### src/rtl/arb_client_mux_pkg.sv
// Shared defaults and FSM encoding for the arbitrated client mux.
// Also holds a small index-width helper used by the top.
package arb_client_mux_pkg;

  localparam int DEF_NUM_REQ = 4;
  localparam int DEF_DW      = 8;
  localparam int DEF_DEPTH   = 4;

  typedef enum logic [1:0] {
    ST_IDLE = 2'd0,
    ST_ARB  = 2'd1,
    ST_SEND = 2'd2
  } state_t;

  function automatic int idx_w(input int n);
    return (n > 1) ? $clog2(n) : 1;
  endfunction

endpackage

### src/rtl/arb_client_fifo.sv
// Per-client FIFO: registered storage, combinational head read.
// Push and pop in the same cycle keep the occupancy unchanged and preserve order.
module arb_client_fifo #(
  parameter int DW    = 8,
  parameter int DEPTH = 4
) (
  input  logic          clk,
  input  logic          rst,
  input  logic          push,
  input  logic [DW-1:0] push_data,
  input  logic          pop,
  output logic [DW-1:0] pop_data,
  output logic          full,
  output logic          empty
);

  localparam int AW = $clog2(DEPTH);

  logic [DW-1:0] mem [DEPTH];
  logic [AW-1:0] wr_ptr;
  logic [AW-1:0] rd_ptr;
  logic [AW:0]   count;
  logic          do_push;
  logic          do_pop;

  assign full     = (count == (AW+1)'(DEPTH));
  assign empty    = (count == '0);
  assign do_push  = push && !full;
  assign do_pop   = pop && !empty;
  assign pop_data = mem[rd_ptr];

  always_ff @(posedge clk) begin
    if (do_push) begin
      mem[wr_ptr] <= push_data;
    end
  end

  // Pointers are AW bits wide, so they wrap modulo DEPTH on their own.
  always_ff @(posedge clk) begin
    if (rst) begin
      wr_ptr <= '0;
      rd_ptr <= '0;
      count  <= '0;
    end else begin
      if (do_push) wr_ptr <= wr_ptr + 1'b1;
      if (do_pop)  rd_ptr <= rd_ptr + 1'b1;
      case ({do_push, do_pop})
        2'b10:   count <= count + 1'b1;
        2'b01:   count <= count - 1'b1;
        default: count <= count;
      endcase
    end
  end

endmodule

### src/rtl/arb_client_mux.sv
// N client FIFOs multiplexed onto one output through an external round-robin arbiter.
// Optional grant protocol checker enabled by defining ARB_CLIENT_GNT_CHECK_EN.
module arb_client_mux
  import arb_client_mux_pkg::*;
#(
  parameter int NUM_REQ = DEF_NUM_REQ,
  parameter int DW      = DEF_DW,
  parameter int DEPTH   = DEF_DEPTH
) (
  input  logic                  clk,
  input  logic                  rst,
  input  logic [NUM_REQ-1:0]    in_valid,
  input  logic [NUM_REQ*DW-1:0] in_data,
  output logic [NUM_REQ-1:0]    in_ready,
  output logic [NUM_REQ-1:0]    req,
  input  logic [NUM_REQ-1:0]    gnt,
  output logic                  out_valid,
  output logic [DW-1:0]         out_data,
  input  logic                  out_ready,
  output logic                  gnt_err
);

  localparam int IW = idx_w(NUM_REQ);

  state_t             state;
  state_t             state_nxt;
  logic [NUM_REQ-1:0] full;
  logic [NUM_REQ-1:0] empty;
  logic [NUM_REQ-1:0] nonempty;
  logic [NUM_REQ-1:0] push;
  logic [NUM_REQ-1:0] pop;
  logic [NUM_REQ-1:0] sel;
  logic [DW-1:0]      fifo_dout [NUM_REQ];
  logic [DW-1:0]      data_q;
  logic [IW-1:0]      pop_idx;
  logic               load;

  assign nonempty  = ~empty;
  assign in_ready  = rst ? '0 : ~full;
  assign push      = in_valid & in_ready;
  assign req       = (!rst && state == ST_ARB) ? nonempty : '0;
  assign sel       = gnt & req;
  assign out_valid = !rst && (state == ST_SEND);
  assign out_data  = rst ? '0 : data_q;

  for (genvar g = 0; g < NUM_REQ; g++) begin : g_fifo
    arb_client_fifo #(
      .DW    (DW),
      .DEPTH (DEPTH)
    ) u_fifo (
      .clk       (clk),
      .rst       (rst),
      .push      (push[g]),
      .push_data (in_data[g*DW +: DW]),
      .pop       (pop[g]),
      .pop_data  (fifo_dout[g]),
      .full      (full[g]),
      .empty     (empty[g])
    );
  end

  // Lowest set bit of sel wins, even if the arbiter hands back several grants.
  always_comb begin
    pop_idx = '0;
    for (int i = NUM_REQ - 1; i >= 0; i--) begin
      if (sel[i]) pop_idx = IW'(i);
    end
  end

  always_comb begin
    state_nxt = state;
    pop       = '0;
    load      = 1'b0;
    case (state)
      ST_IDLE: begin
        if (|nonempty) state_nxt = ST_ARB;
      end
      ST_ARB: begin
        if (|sel) begin
          pop[pop_idx] = 1'b1;
          load         = 1'b1;
          state_nxt    = ST_SEND;
        end else if (!(|nonempty)) begin
          state_nxt = ST_IDLE;
        end
      end
      ST_SEND: begin
        if (out_ready) state_nxt = (|nonempty) ? ST_ARB : ST_IDLE;
      end
      default: state_nxt = ST_IDLE;
    endcase
  end

  always_ff @(posedge clk) begin
    if (rst) begin
      state  <= ST_IDLE;
      data_q <= '0;
    end else begin
      state <= state_nxt;
      if (load) data_q <= fifo_dout[pop_idx];
    end
  end

`ifdef ARB_CLIENT_GNT_CHECK_EN
  logic gnt_err_q;
  logic gnt_bad;

  assign gnt_bad = ((gnt & (gnt - NUM_REQ'(1))) != '0) || ((gnt & ~req) != '0);
  assign gnt_err = gnt_err_q && !rst;

  always_ff @(posedge clk) begin
    if (rst) begin
      gnt_err_q <= 1'b0;
    end else if (state == ST_ARB && gnt_bad) begin
      gnt_err_q <= 1'b1;
    end
  end
`else
  assign gnt_err = 1'b0;
`endif

endmodule

### config.mk
export PLATFORM = sky130hd
export DESIGN_NAME = arb_client_mux
export DESIGN_NICKNAME = d
export VERILOG_FILES = /design/src/rtl/arb_client_mux_pkg.sv /design/src/rtl/arb_client_fifo.sv /design/src/rtl/arb_client_mux.sv
export SDC_FILE = /design/constraint.sdc
export NUM_CORES = 1
export LEC_CHECK = 0
export CAP_MARGIN = 20
export CORE_UTILIZATION = 40
export DETAILED_ROUTE_END_ITERATION = 7
export HOLD_SLACK_MARGIN = 0.02
export SETUP_SLACK_MARGIN = 0.15
export SLEW_MARGIN = 40
export SYNTH_ARGS = -nofsm -noshare
export SYNTH_HDL_FRONTEND = slang
export SYNTH_SLANG_ARGS = --single-unit
### constraint.sdc
create_clock -name clk -period 7.4 [get_ports clk]
set_input_delay 1.11 -clock clk [delete_from_list [all_inputs] [get_ports clk]]
set_output_delay 1.11 -clock clk [all_outputs]
set_load 0.03 [all_outputs]
## After elaboration in Yosys (flattened, before gate mapping)

Memory sizes are Yosys's and may differ from the RTL's. A register that Yosys moved wholly into a read port is not among the register bits.
Cells that the tools add are included.

- Equal/unequal tests: 17
- Add/subtract/negate cells: 16
- Bitwise gates (word level): 5
- Reductions and logical operators: 32
- Multiplexer cells: 42
- Magnitude comparators: 3

Operators with widths:

| cell | number |
|---|---|
| $mux W2 | 16 |
| $mux W8 | 3 |
| $pmux W3 S2 | 4 |
| $add A2 B1 Y2 const B | 8 |
| $bmux W8 S2 | 1 |
| $mux W4 | 4 |
| $add A3 B1 Y3 const B | 4 |
| $eq A3 B3 Y1 const B | 4 |
| $logic_not A3 Y1 | 4 |
| $mux W1 | 12 |
| $sub A3 B1 Y3 const B | 4 |
| $logic_and A1 B1 Y1 | 11 |
| $eq A2 B1 Y1 const B | 5 |
| $eq A2 B2 Y1 const B | 5 |
| $logic_not A1 Y1 | 9 |
| $and A4 B4 Y4 | 2 |
| $not A4 Y4 | 2 |
| $reduce_bool A2 Y1 | 4 |
| $reduce_or A4 Y1 | 2 |
| $pmux W2 S3 | 1 |
| $ne A2 B2 Y1 const B | 2 |
| $ge A3 B3 Y1 const B | 1 |
| $lt A2 B3 Y1 const B | 1 |
| $ne A3 B2 Y1 const B | 1 |
| other kinds (5) | 5 |

- Memories: 4
- Logic and storage cells: 133
- Output and inout bits: 18
- RAM bits: 128
- Register bits: 38

Memory list:

| memory | words | width | rd ports | clocked after Yosys merged registers in | wr ports | line | text |
|---|---|---|---|---|---|---|---|
| g_fifo[0].u_fifo.mem | 4 | 8 | 1 | 1 | 1 | arb_client_fifo.sv:19 | `logic [DW-1:0] mem [DEPTH];` |
| g_fifo[1].u_fifo.mem | 4 | 8 | 1 | 1 | 1 | arb_client_fifo.sv:19 |  |
| g_fifo[2].u_fifo.mem | 4 | 8 | 1 | 1 | 1 | arb_client_fifo.sv:19 |  |
| g_fifo[3].u_fifo.mem | 4 | 8 | 1 | 1 | 1 | arb_client_fifo.sv:19 |  |

## Logic depth before layout (Yosys ltp)

Gate-level depths: netlist of run 1.

- Depth after elaboration: 17
- Gate-level depth with buffers: 11
- Gate-level depth less buffers: 9

## By module

From an unflattened synthesis of run 1, not the netlist that was laid out.

- Cell total of the unflattened synthesis: 504
- Area total of the unflattened synthesis: 7410.9 um2

By module, submodules not included:

| module | sequential area each (um2) | area each (um2) | cells each | times used |
|---|---|---|---|---|
| arb_client_fifo | 1141.1 | 1635.3 | 96 | 4 |
| arb_client_mux | 200.2 | 869.6 | 120 | 1 |

## Least setup slack after synthesis of run 1

Ideal clock, no wire load.

- Path kind: input-to-reg
- Start: input port rst
- End: register g_fifo[3].u_fifo.count[2]
- Path buffers: 2
- Path slack: 3887 ps
- Data arrival time: 3443 ps
- Cell stages on the path: 11
- Path through: or3b_1 -> buf_2 -> or3_1 -> buf_6 -> nor2_1 -> ha_1 -> inv_1 -> fa_1 -> xor2_1 -> or3_1 -> a21oi_1

- Longest elaborated chain between the ends: 17

RTL lines:

| what | line | text |
|---|---|---|
| from (decl) | arb_client_mux.sv:11 | `input logic rst,` |
| $logic_not A1 Y1 * | arb_client_mux.sv:41 | `assign req = (!rst && state == ST_ARB) ? nonempty : '0;` |
| $logic_and A1 B1 Y1 * | arb_client_mux.sv:41 |  |
| $mux W4 * | arb_client_mux.sv:41 |  |
| $and A4 B4 Y4 * | arb_client_mux.sv:42 | `assign sel = gnt & req;` |
| $mux W2 (4 in a row) | arb_client_mux.sv:66 | `if (sel[i]) pop_idx = IW'(i);` |
| $lt A2 B3 Y1 (implied by the code) / $ge A2 B1 Y1 (equally long branches) | arb_client_mux.sv:80 | `pop[pop_idx] = 1'b1;` |
| $logic_and A1 B1 Y1 (implied by the code) | arb_client_mux.sv:80 |  |
| $mux W1 (implied by the code) | arb_client_mux.sv:80 |  |
| $demux W1 S2 | arb_client_mux.sv:80 |  |
| $mux W4 * | arb_client_mux.sv:79 | `if (\|sel) begin` |
| $mux W4 * | arb_client_mux.sv:74 | `case (state)` |
| $logic_and A1 B1 Y1 * | arb_client_fifo.sv:29 | `assign do_pop = pop && !empty;` |
| named net g_fifo[3].u_fifo.do_pop | arb_client_fifo.sv:24 | `logic do_pop;` |
| $eq A2 B1 Y1 / $eq A2 B2 Y1 (equally long branches) | arb_client_fifo.sv:47 | `case ({do_push, do_pop})` |
| $pmux W3 S2 / $reduce_bool A2 Y1 (equally long branches) | - |  |
| to (signal assigned) | arb_client_fifo.sv:48 | `2'b10: count <= count + 1'b1;` |
| to (signal assigned) | arb_client_fifo.sv:49 | `2'b01: count <= count - 1'b1;` |
| to (signal assigned) | arb_client_fifo.sv:50 | `default: count <= count;` |
| to (decl) | arb_client_fifo.sv:22 | `logic [AW:0] count;` |

Mark *: on every way through the listed nets, which the timed path passes. The rest lies on a longest branch.
A chain may end at the register's enable or synchronous reset.

## Final worst setup path of run 1

- Start: input port rst
- End: output port req[3]

- Longest elaborated chain between the ends: 3

RTL lines:

| what | line | text |
|---|---|---|
| $logic_not A1 Y1 | arb_client_mux.sv:41 |  |
| $logic_and A1 B1 Y1 | arb_client_mux.sv:41 |  |
| $mux W4 | arb_client_mux.sv:41 |  |
| to (decl) | arb_client_mux.sv:15 | `output logic [NUM_REQ-1:0] req,` |

No other way between the ends.

==> flow_summary.toml, run 1 <==
[hold_path]
hp-class = "reg2reg"
whs_endpoint = "g_fifo[3].u_fifo.rd_ptr[1]$_SDFFE_PP0P_"
min_from = "g_fifo[3].u_fifo.rd_ptr[1]$_SDFFE_PP0P_"
worstHoldPathCells = 1

[critical_path]
end_kind = "output port"
rrSetupSlack_ns = 4.20
crit_fanout = 52
ff2ff_path_depth = 9
arrival_ns = 3.00
r2r-end = "g_fifo[3].u_fifo.count[2]$_SDFFE_PP0P_"
regToRegStartpoint = "state[0]$_SDFFE_PP0P_"
crit_path_start_kind = "input pin"
critical_path_class = "in2out"
worstPathRequired_ns = 6.29

[cells_and_area]
n_antenna_cell = 0
nets = 596
n_fill_cell = 1462
fin_cells = 767
area_growth_pct = 19.7
drive_gt1_share_pct = 15.5

[sta]
relSlewSlack_pct = 46.1
finalCritPeriodShare_pct = 55.5
finalSetupViolCount = 0
fmax_mhz = 243
hold_ws_ns = 0.471
finalCriticalPeriod_ns = 4.11
skew_ns = 0.00638
final_max_slew_viol_count = 0
rsz0062_at_grt = "false"
tightest_slew_ns = 0.804
totalNegativeSetupSlack_ns = 0
timing.final.hold_violations = 0

[floorplanning]
core.rowCount = 48
core_area_um2 = 17400
die-area_um2 = 18500
pin_count = 61
fp.dieH_um = 136
die_width_um = 136
start_util_pct = 41.3

[place]
gp_congestion = 0.720
dp.cells = 735
numPortBuffers = 59
hpwl_mm = 9.70

[detailed_routing]
drt-initial-drc-count = 238
wire_per_inst_um = 18.1
viasPerCell = 5.13
drc = 0
ant_nets = 0
vias = 3934
routed_wl_mm = 13.9
drt-pass1-iter-count = 8

[yosys]
async_flop_share_pct = 0
syn_area_per_cell_um2 = 15.3
postSynthCellCount = 470
synth_area_um2 = 7190
synth_fp_nets = 537
ys_warn_count = 0
ys.flop_type = "edfxtp_1"
ys_seq_area_share_pct = 66.3
synth_top_area_cell = "edfxtp_1"
synth_edf_count = 128
synth.distinct_cells = 43
ys_ff_latch = 174
synth_area_leaders = "edfxtp_1 (53%), dfxtp_1 (13%), mux4_2 (10%)"
synth_top_area_share_pct = 53.5

[clock_network]
cts_tree = "done"
post_cts_buffers = 0
htreeDepth = 4
cts_num_sinks = 174
post_cts_resized = 0
clock_path_buffers = 2
cts_buffers = 17
postCtsHoldBufs = 0
clock_latency_ns = 0.43
path_clk_slew_ns = 0.06
cts.root.buffer_cell = "clkbuf_16"

[grt]
grt_pass1_vias = 4015
grt_util_all_layers_pct = 16.0
grt_pass1_wl_mm = 21.7
grt_max_degree = 53
antenna_found_initial = 0
gr-total-overflow = 0

[power]
power.density_nw_per_um2 = 252
peakVddDrop_mv = 0.174
p_leak_uw = 0.00282

[status]
status = "finished clean"

[flow_run]
max_cap_viol_count = 0
per-layer routing:
metal  track usage (%)  part of all wire, %  up-vias
met5                 0                    0        -
met4              5.12                  1.4        0
met3              4.70                  4.3       19
met2              26.5                   50       67
met1              20.2                   44     1967
li1                  -                    -     1881
stage by stage:
stage | setup WS [ns] | util, % | total power, uW | area, um^2
finish | 3.29 | 49.4 | 2170 | 8600
global route | 3.18 | 49.4 | 2250 | 8600
CTS | 3.28 | 49.3 | 2190 | 8590
detailed placement | 3.10 | 45.9 | 1310 | 8000
global placement | 3.00 | 45.8 | 1300 | 7970
floorplan | 3.89 | - | 1230 | 7190
area by class of cell:
type / instances / area (um^2) / share of cell area, %
Clock buffer: 17 / 425 / 4.95
Tap cell: 225 / 282 / 3.27
Sequential cell: 174 / 4760 / 55.4
Multi-Input combinational cell: 247 / 2260 / 26.3
Timing Repair Buffer: 60 / 596 / 6.92
Inverter: 29 / 109 / 1.27
Clock inverter: 15 / 161 / 1.88
where the power goes:
group	total, uW	switching, uW	internal, uW	leakage (uW)
logic	182	100	82.0	0.000999
clock network	884	381	503	0.000289
registers	1100	20.1	1080	0.00154
total	2170	501	1670	0.00282
worst max path at each step:
stage / startpoint / to / cells after the start
2_1_floorplan: rst / g_fifo[3].u_fifo.count[2]$_SDFFE_PP0P_ / 11
3_3_place_gp: rst / g_fifo[3].u_fifo.count[2]$_SDFFE_PP0P_ / 10
3_5_place_dp: rst / g_fifo[3].u_fifo.count[2]$_SDFFE_PP0P_ / 10
4_1_cts: rst / req[3] / 4
5_1_grt: rst / req[3] / 4
6_report: rst / req[3] / 4
worst max-delay path, stage by stage:
cell and delay, ns:
buf_4 0.28, or3b_1 0.70, nor2_1 0.20, clkdlybuf4s50_1 0.70
sequential cells by signal (all words and copies together) (netlist names), named ones only:
signal	flops
g_fifo.u_fifo.count	12
state	2
g_fifo.u_fifo.wr_ptr	8
g_fifo.u_fifo.mem	128
g_fifo.u_fifo.rd_ptr	8
data_q	8
cells by family after synthesis:
| group | after synthesis | share of synthesized area, % |
|---|---|---|
| xor gates and xnor gates | 17 | 2.07 |
| buffers and inverters | 49 | 2.73 |
| adders and majority gates | 24 | 4.60 |
| AOI/OAI and AO/OA | 56 | 5.35 |
| DFF | 174 | 66.3 |
| muxes | 40 | 11.3 |
| and+or+nand+nor | 109 | 7.61 |
| other | 1 | 0.0522 |
synth_stat cells (10+ instances only):
master / number
dfxtp_1: 46
xor2_1: 10
clkbuf_1: 14
ha_1: 20
nor2_1: 39
o21ai_0: 10
edfxtp_1: 128
nor3_1: 14
and2_1: 17
mux4_2: 32
inv_1: 29
a21oi_1: 18
cells in the final DEF (no fill, tap or decap), types with 2 or more instances in the layout:
cell	n
edfxtp_1	128
clkdlybuf4s50_1	58
dfxtp_1	46
nor2_1	39
mux4_2	32
inv_1	29
ha_1	20
a21oi_1	18
and2_1	17
clkbuf_16	17
nor3_1	14
xor2_1	10
o21ai_0	10
nand2_1	9
nor2b_1	8
xnor2_1	7
or3_1	6
o31ai_1	6
mux2_2	5
o221a_2	5
a211oi_2	4
nand3_1	4
fa_1	4
o31a_1	3
nor4_1	3
inv_6	3
clkinv_4	3
clkinv_2	3
o31ai_2	2
nor3b_1	2
nand2b_1	2
mux2i_1	2
nand4_1	2
o22a_1	2
inv_8	2
bufinv_16	2
buf_4	2
Power figures use the tool's default switching activity.
==> run 2: changes to the inputs <==
==> constraint.sdc (replaced) <==
create_clock -name clk -period 4.1 [get_ports clk]
set_input_delay 0.615 -clock clk [delete_from_list [all_inputs] [get_ports clk]]
set_output_delay 0.615 -clock clk [all_outputs]
set_load 0.03 [all_outputs]
==> run 2 against run 1 <==
Setup slack worse by 2.2 ns. Utilization about the same. Critical path depth up 6. Die area unchanged. Design area about the same. Combinational power up 82%. Clock power up 72%. Routed wire length down 1.8%. Total power up 77%. First-iteration DRC count down 16%. Global-route usage about the same. Critical path type is now reg2reg.
==> flow_summary.toml, run 2 (synthesis results as in run 1) <==
[critical_path]
cpMostUsedCell = "or3_1"
r2r-end = "g_fifo[3].u_fifo.count[2]$_SDFFE_PP0P_"
crit_buf_inv = 2
crit_path_start_kind = "register"
arrival_ns = 3.37
crit_fanout = 18
regToRegStartpoint = "state[0]$_SDFFE_PP0P_"
cp_slowest_cell = "or3_1"
slowest_delay_ns = 0.57
worstPathCellList = "or3b_1 -> buf_4 -> or3_1 -> nor2_1 -> ha_1 -> inv_1 -> fa_1 -> xor2_1 -> or3_1 -> a21oi_1"
worstPathRequired_ns = 4.45
ff2ff_path_depth = 10
rrSetupSlack_ns = 1.08
end_kind = "register"
critical_path_class = "reg2reg"
cp_top_family = "simple AND/OR/NAND/NOR gates"

[grt]
grt_pass1_wl_mm = 21.3
grt_util_all_layers_pct = 16.0
antenna_found_initial = 0
grt_max_degree = 52
gr-total-overflow = 0
grt_pass1_vias = 3995

[cells_and_area]
largest_reg_flops = 128
top_regs = "g_fifo.u_fifo.mem (128), g_fifo.u_fifo.count (12)"
drive_gt1_share_pct = 14.9
final_cell_mix = "edfxtp_1 (128), clkdlybuf4s50_1 (58), dfxtp_1 (46), nor2_1 (39), mux4_2 (32)"
final_common_cell = "edfxtp_1"
fin_util_pct = 49.4
regMostFlops = "g_fifo.u_fifo.mem"
nets = 603
area_growth_pct = 19.8
fin_cells = 774
n_antenna_cell = 0

[clock_network]
cts.root.buffer_cell = "clkbuf_16"
postCtsHoldBufs = 0
clock_latency_ns = 0.43
post_cts_buffers = 0
cts_buffers = 17
clock_path_buffers = 2
path_clk_slew_ns = 0.06
cts_tree = "done"
post_cts_resized = 0
cts_num_sinks = 174
htreeDepth = 4

[power]
power.density_nw_per_um2 = 447
clockPowerShare_pct = 39.6
peakVddDrop_mv = 0.292
power.share.switching_pct = 21.9
total_power_uw = 3850
p_leak_uw = 0.00285
p_int_uw = 3010
combPwrFrac_pct = 8.6
power.switching_uw = 841
seqPwrFrac_pct = 51.8

[sta]
skew_ns = 0.0121
hold_ws_ns = 0.472
rsz0062_at_grt = "false"
finalCritPeriodShare_pct = 73.7
relSlewSlack_pct = 52.2
finalCriticalPeriod_ns = 3.02
tightest_slew_ns = 0.711
final_max_slew_viol_count = 0
fmax_mhz = 331
totalNegativeSetupSlack_ns = 0
finalSetupViolCount = 0
timing.final.hold_violations = 0

[place]
dp.cells = 742
gp_congestion = 0.755
numPortBuffers = 59
hpwl_mm = 9.58

[floorplanning]
fp.dieH_um = 136
die-area_um2 = 18500
core_area_um2 = 17400
pin_count = 61
die_width_um = 136
core.rowCount = 48
start_util_pct = 41.3

[hold_path]
whs_endpoint = "g_fifo[3].u_fifo.rd_ptr[1]$_SDFFE_PP0P_"
worstHoldPathCells = 1
min_from = "g_fifo[3].u_fifo.rd_ptr[1]$_SDFFE_PP0P_"
hp-class = "reg2reg"

[status]
status = "finished clean"

[detailed_routing]
drt-initial-drc-count = 200
viasPerCell = 5.10
wire_per_inst_um = 17.6
ant_nets = 0
drc = 0
vias = 3951
drt-pass1-iter-count = 4
routed_wl_mm = 13.7

[flow_run]
max_cap_viol_count = 0
## run 2: cell count changes in the layout (fill, tap and decap cells not counted), moves of 2 or more
cell	delta
buf_4	+6
clkbuf_1	+6
a211oi_1	+3
a211oi_2	-3
clkbuf_16	+3
clkinv_4	-3
inv_6	-3
bufinv_16	-2
inv_8	-2
## run 2: worst register-to-register path, delay by kind of cell, from the launching register on
family	cells	cell delay, ns
buf+inv	2	0.27
simple gates	4	1.40
fa+ha+maj	2	0.63
compound gates	1	0.14
flops	1	0.36
xor+xnor	1	0.16
## run 2: cell type report
| class | count | area [um^2] |
|---|---|---|
| Clock inverter | 5 | 26.3 |
| Timing Repair Buffer | 67 | 646 |
| Inverter | 29 | 109 |
| Sequential cell | 174 | 4760 |
| Multi-Input combinational cell | 247 | 2240 |
| Clock buffer | 27 | 537 |
| Tap cell | 225 | 282 |
| Fill cell | 1479 | 8810 |
## run 2: power groups by stage
stage               Clock, uW  Combinational [uW]  Sequential (uW)
floorplan                   0                 204             2020
global placement            0                 324             2030
detailed placement          0                 334             2030
CTS                      1560                 336             1990
global route             1620                 367             2000
finish                   1520                 332             1990
## run 2: routing by layer
| metal | global-route usage, % | vias up | wire, um |
|---|---|---|---|
| met5 | 0 | - | 0 |
| met4 | 6.48 | 0 | 226 |
| met3 | 3.69 | 16 | 456 |
| met2 | 27.2 | 78 | 6900 |
| met1 | 19.7 | 1966 | 6070 |
| li1 | - | 1891 | - |
## run 2: how the worst max path moves through the flow
stage,from,end,slack (ns),depth (start not counted)
global route,state[0]$_SDFFE_PP0P_,g_fifo[3].u_fifo.count[2]$_SDFFE_PP0P_,0.94,10
global placement,rst,g_fifo[3].u_fifo.count[2]$_SDFFE_PP0P_,0.79,11
floorplan,rst,g_fifo[3].u_fifo.count[2]$_SDFFE_PP0P_,1.08,11
detailed placement,rst,g_fifo[3].u_fifo.count[2]$_SDFFE_PP0P_,0.71,11
CTS,state[0]$_SDFFE_PP0P_,g_fifo[3].u_fifo.count[2]$_SDFFE_PP0P_,1.05,10
finish,state[0]$_SDFFE_PP0P_,g_fifo[3].u_fifo.count[2]$_SDFFE_PP0P_,1.08,10
## run 2: metrics by stage
stage | instance area [um^2] | setup slack (ns)
after detailed placement | 8030 | 0.710
final | 8610 | 1.08
after floorplan | 7190 | 1.08
after global routing | 8610 | 0.940
after CTS | 8600 | 1.05
after global placement | 8030 | 0.787
==> run 3: changes to the inputs <==
==> constraint.sdc (replaced) <==
create_clock -name clk -period 2.93 [get_ports clk]
set_input_delay 0.4395 -clock clk [delete_from_list [all_inputs] [get_ports clk]]
set_output_delay 0.4395 -clock clk [all_outputs]
set_load 0.03 [all_outputs]
==> run 3 against run 2 <==
Combinational power rose by 44%. Clock-buffer cell count fell by 9. Routed wire length rose by 3.2%. Total power rose by 46%. Register-to-register slack got worse by 0.78 ns. Hold slack got worse by 0.0055 ns. Design area rose by 1.5%. Clock power rose by 56%. First-iteration DRC count fell by 16%. Via count rose by 1.1%. Clock skew fell by 0.0018 ns. Utilization rose by 0.74 points. Critical endpoint is now req[0].
==> flow_summary.toml, run 3 (synthesis results as in run 1) <==
[place]
hpwl_mm = 10.0
place_ws_ns = 0.0156
gp_congestion = 0.758
numPortBuffers = 59
dp.cells = 752

[grt]
grt_max_degree = 52
grt_pass1_vias = 4124
grt_util_all_layers_pct = 16.3
antenna_found_initial = 0
gr-total-overflow = 0
grt_pass1_wl_mm = 21.7

[sta]
totalNegativeSetupSlack_ns = 0
fmax_mhz = 378
finalCritPeriodShare_pct = 90.4
skew_ns = 0.0102
rsz0062_at_grt = "false"
tightest_slew_ns = 0.584
relSlewSlack_pct = 60.9
final_max_slew_viol_count = 0
timing.final.hold_violations = 0
finalCriticalPeriod_ns = 2.65
finalSetupViolCount = 0
setup_ws_ns = 0.283

[power]
p_int_uw = 4390
power.density_nw_per_um2 = 645
p_leak_uw = 0.00290
power.share.switching_pct = 22.1
clockPowerShare_pct = 42.0
combPwrFrac_pct = 8.5
seqPwrFrac_pct = 49.5
power.switching_uw = 1240
peakVddDrop_mv = 0.507

[cells_and_area]
area_growth_pct = 21.6
final_cell_mix = "edfxtp_1 (128), clkdlybuf4s50_1 (58), dfxtp_1 (46), nor2_1 (38), mux4_2 (32)"
n_fill_cell = 1488
top_regs = "g_fifo.u_fifo.mem (128), g_fifo.u_fifo.count (12)"
final_common_cell = "edfxtp_1"
drive_gt1_share_pct = 17.2
multiInputGateArea_um2 = 2240
n_antenna_cell = 0
regMostFlops = "g_fifo.u_fifo.mem"
nets = 613
fin_util_pct = 50.2
seqCellArea_um2 = 4760
largest_reg_flops = 128
fin_cells = 784

[detailed_routing]
drt-initial-drc-count = 169
routed_wl_mm = 14.1
ant_nets = 0
wire_per_inst_um = 18.0
viasPerCell = 5.10
drt-pass1-iter-count = 4
vias = 3996
drc = 0

[clock_network]
clock_path_buffers = 2
clock_latency_ns = 0.43
cts.root.buffer_cell = "clkbuf_16"
htreeDepth = 4
path_clk_slew_ns = 0.07
cts_buffers = 17
post_cts_buffers = 0
cts_num_sinks = 174
postCtsHoldBufs = 0
cts_tree = "done"

[critical_path]
worstPathRequired_ns = 2.49
arrival_ns = 2.21
crit_fanout = 6
cp_slowest_cell = "clkdlybuf4s50_1"
crit_path_start_kind = "register"
end_kind = "output port"
slowest_delay_ns = 0.68
worstPathCellList = "or3b_1 -> buf_4 -> nor2_1 -> clkdlybuf4s50_1"
cp_top_family = "buffers and inverters"
critical_path_class = "reg2out"
crit_buf_inv = 2

[floorplanning]
core_area_um2 = 17400
fp.dieH_um = 136
die_width_um = 136
die-area_um2 = 18500
start_util_pct = 41.3
core.rowCount = 48
pin_count = 61

[flow_run]
max_cap_viol_count = 0

[status]
status = "finished clean"

[hold_path]
hp-class = "reg2reg"
## run 3: final cells by class
class | instances | area share, %
repair buffers | 77 | 8.25
inverters | 29 | 1.25
multi-input cells | 247 | 25.6
clock inverters | 14 | 2.21
clock buffers | 18 | 4.91
flip-flops and latches | 174 | 54.5
well taps | 225 | 3.22
## run 3: power groups by stage
stage                     clock network, uW  registers, uW  logic (uW)
after global placement                    0           2840         468
after CTS                              2410           2790         484
after global routing                   2500           2800         524
after detailed placement                  0           2840         481
final                                  2370           2790         477
after floorplan                           0           2820         289
## run 3: what timing repair did
| action | in CTS | in global routing |
|---|---|---|
| endpoints found under the setup margin | 0 | 1 |
| endpoints found under the hold margin | 0 | 0 |
| resized for setup | 0 | 1 |
## run 3: final timing paths
path                                           start                                       to  slack [ns]  depth (start not counted)
max                            state[0]$_SDFFE_PP0P_                                   req[0]        0.28                          4
min          g_fifo[2].u_fifo.rd_ptr[1]$_SDFFE_PP0P_  g_fifo[2].u_fifo.rd_ptr[1]$_SDFFE_PP0P_        0.47                          1
max reg2reg                    state[0]$_SDFFE_PP0P_   g_fifo[3].u_fifo.count[2]$_SDFFE_PP0P_        0.30                          9
min reg2reg  g_fifo[2].u_fifo.rd_ptr[1]$_SDFFE_PP0P_  g_fifo[2].u_fifo.rd_ptr[1]$_SDFFE_PP0P_        0.47                          1
## run 3: routing by layer
| layer | up-vias | share of wire (%) | track usage [%] |
|---|---|---|---|
| li1 | 1917 | - | - |
| met1 | 1979 | 44 | 19.6 |
| met2 | 77 | 50 | 27.4 |
| met3 | 23 | 3.6 | 4.36 |
| met4 | 0 | 2.3 | 7.22 |
| met5 | - | 0 | 0 |
## run 3: through the flow
stage | hold slack, ns | total power (uW) | area [um^2]
finish | 0.467 | 5630 | 8740
global route | 0.492 | 5820 | 8740
CTS | 0.467 | 5680 | 8730
detailed placement | 0.458 | 3320 | 8110
global placement | 0.446 | 3310 | 8110
floorplan | 0.428 | 3110 | 7200
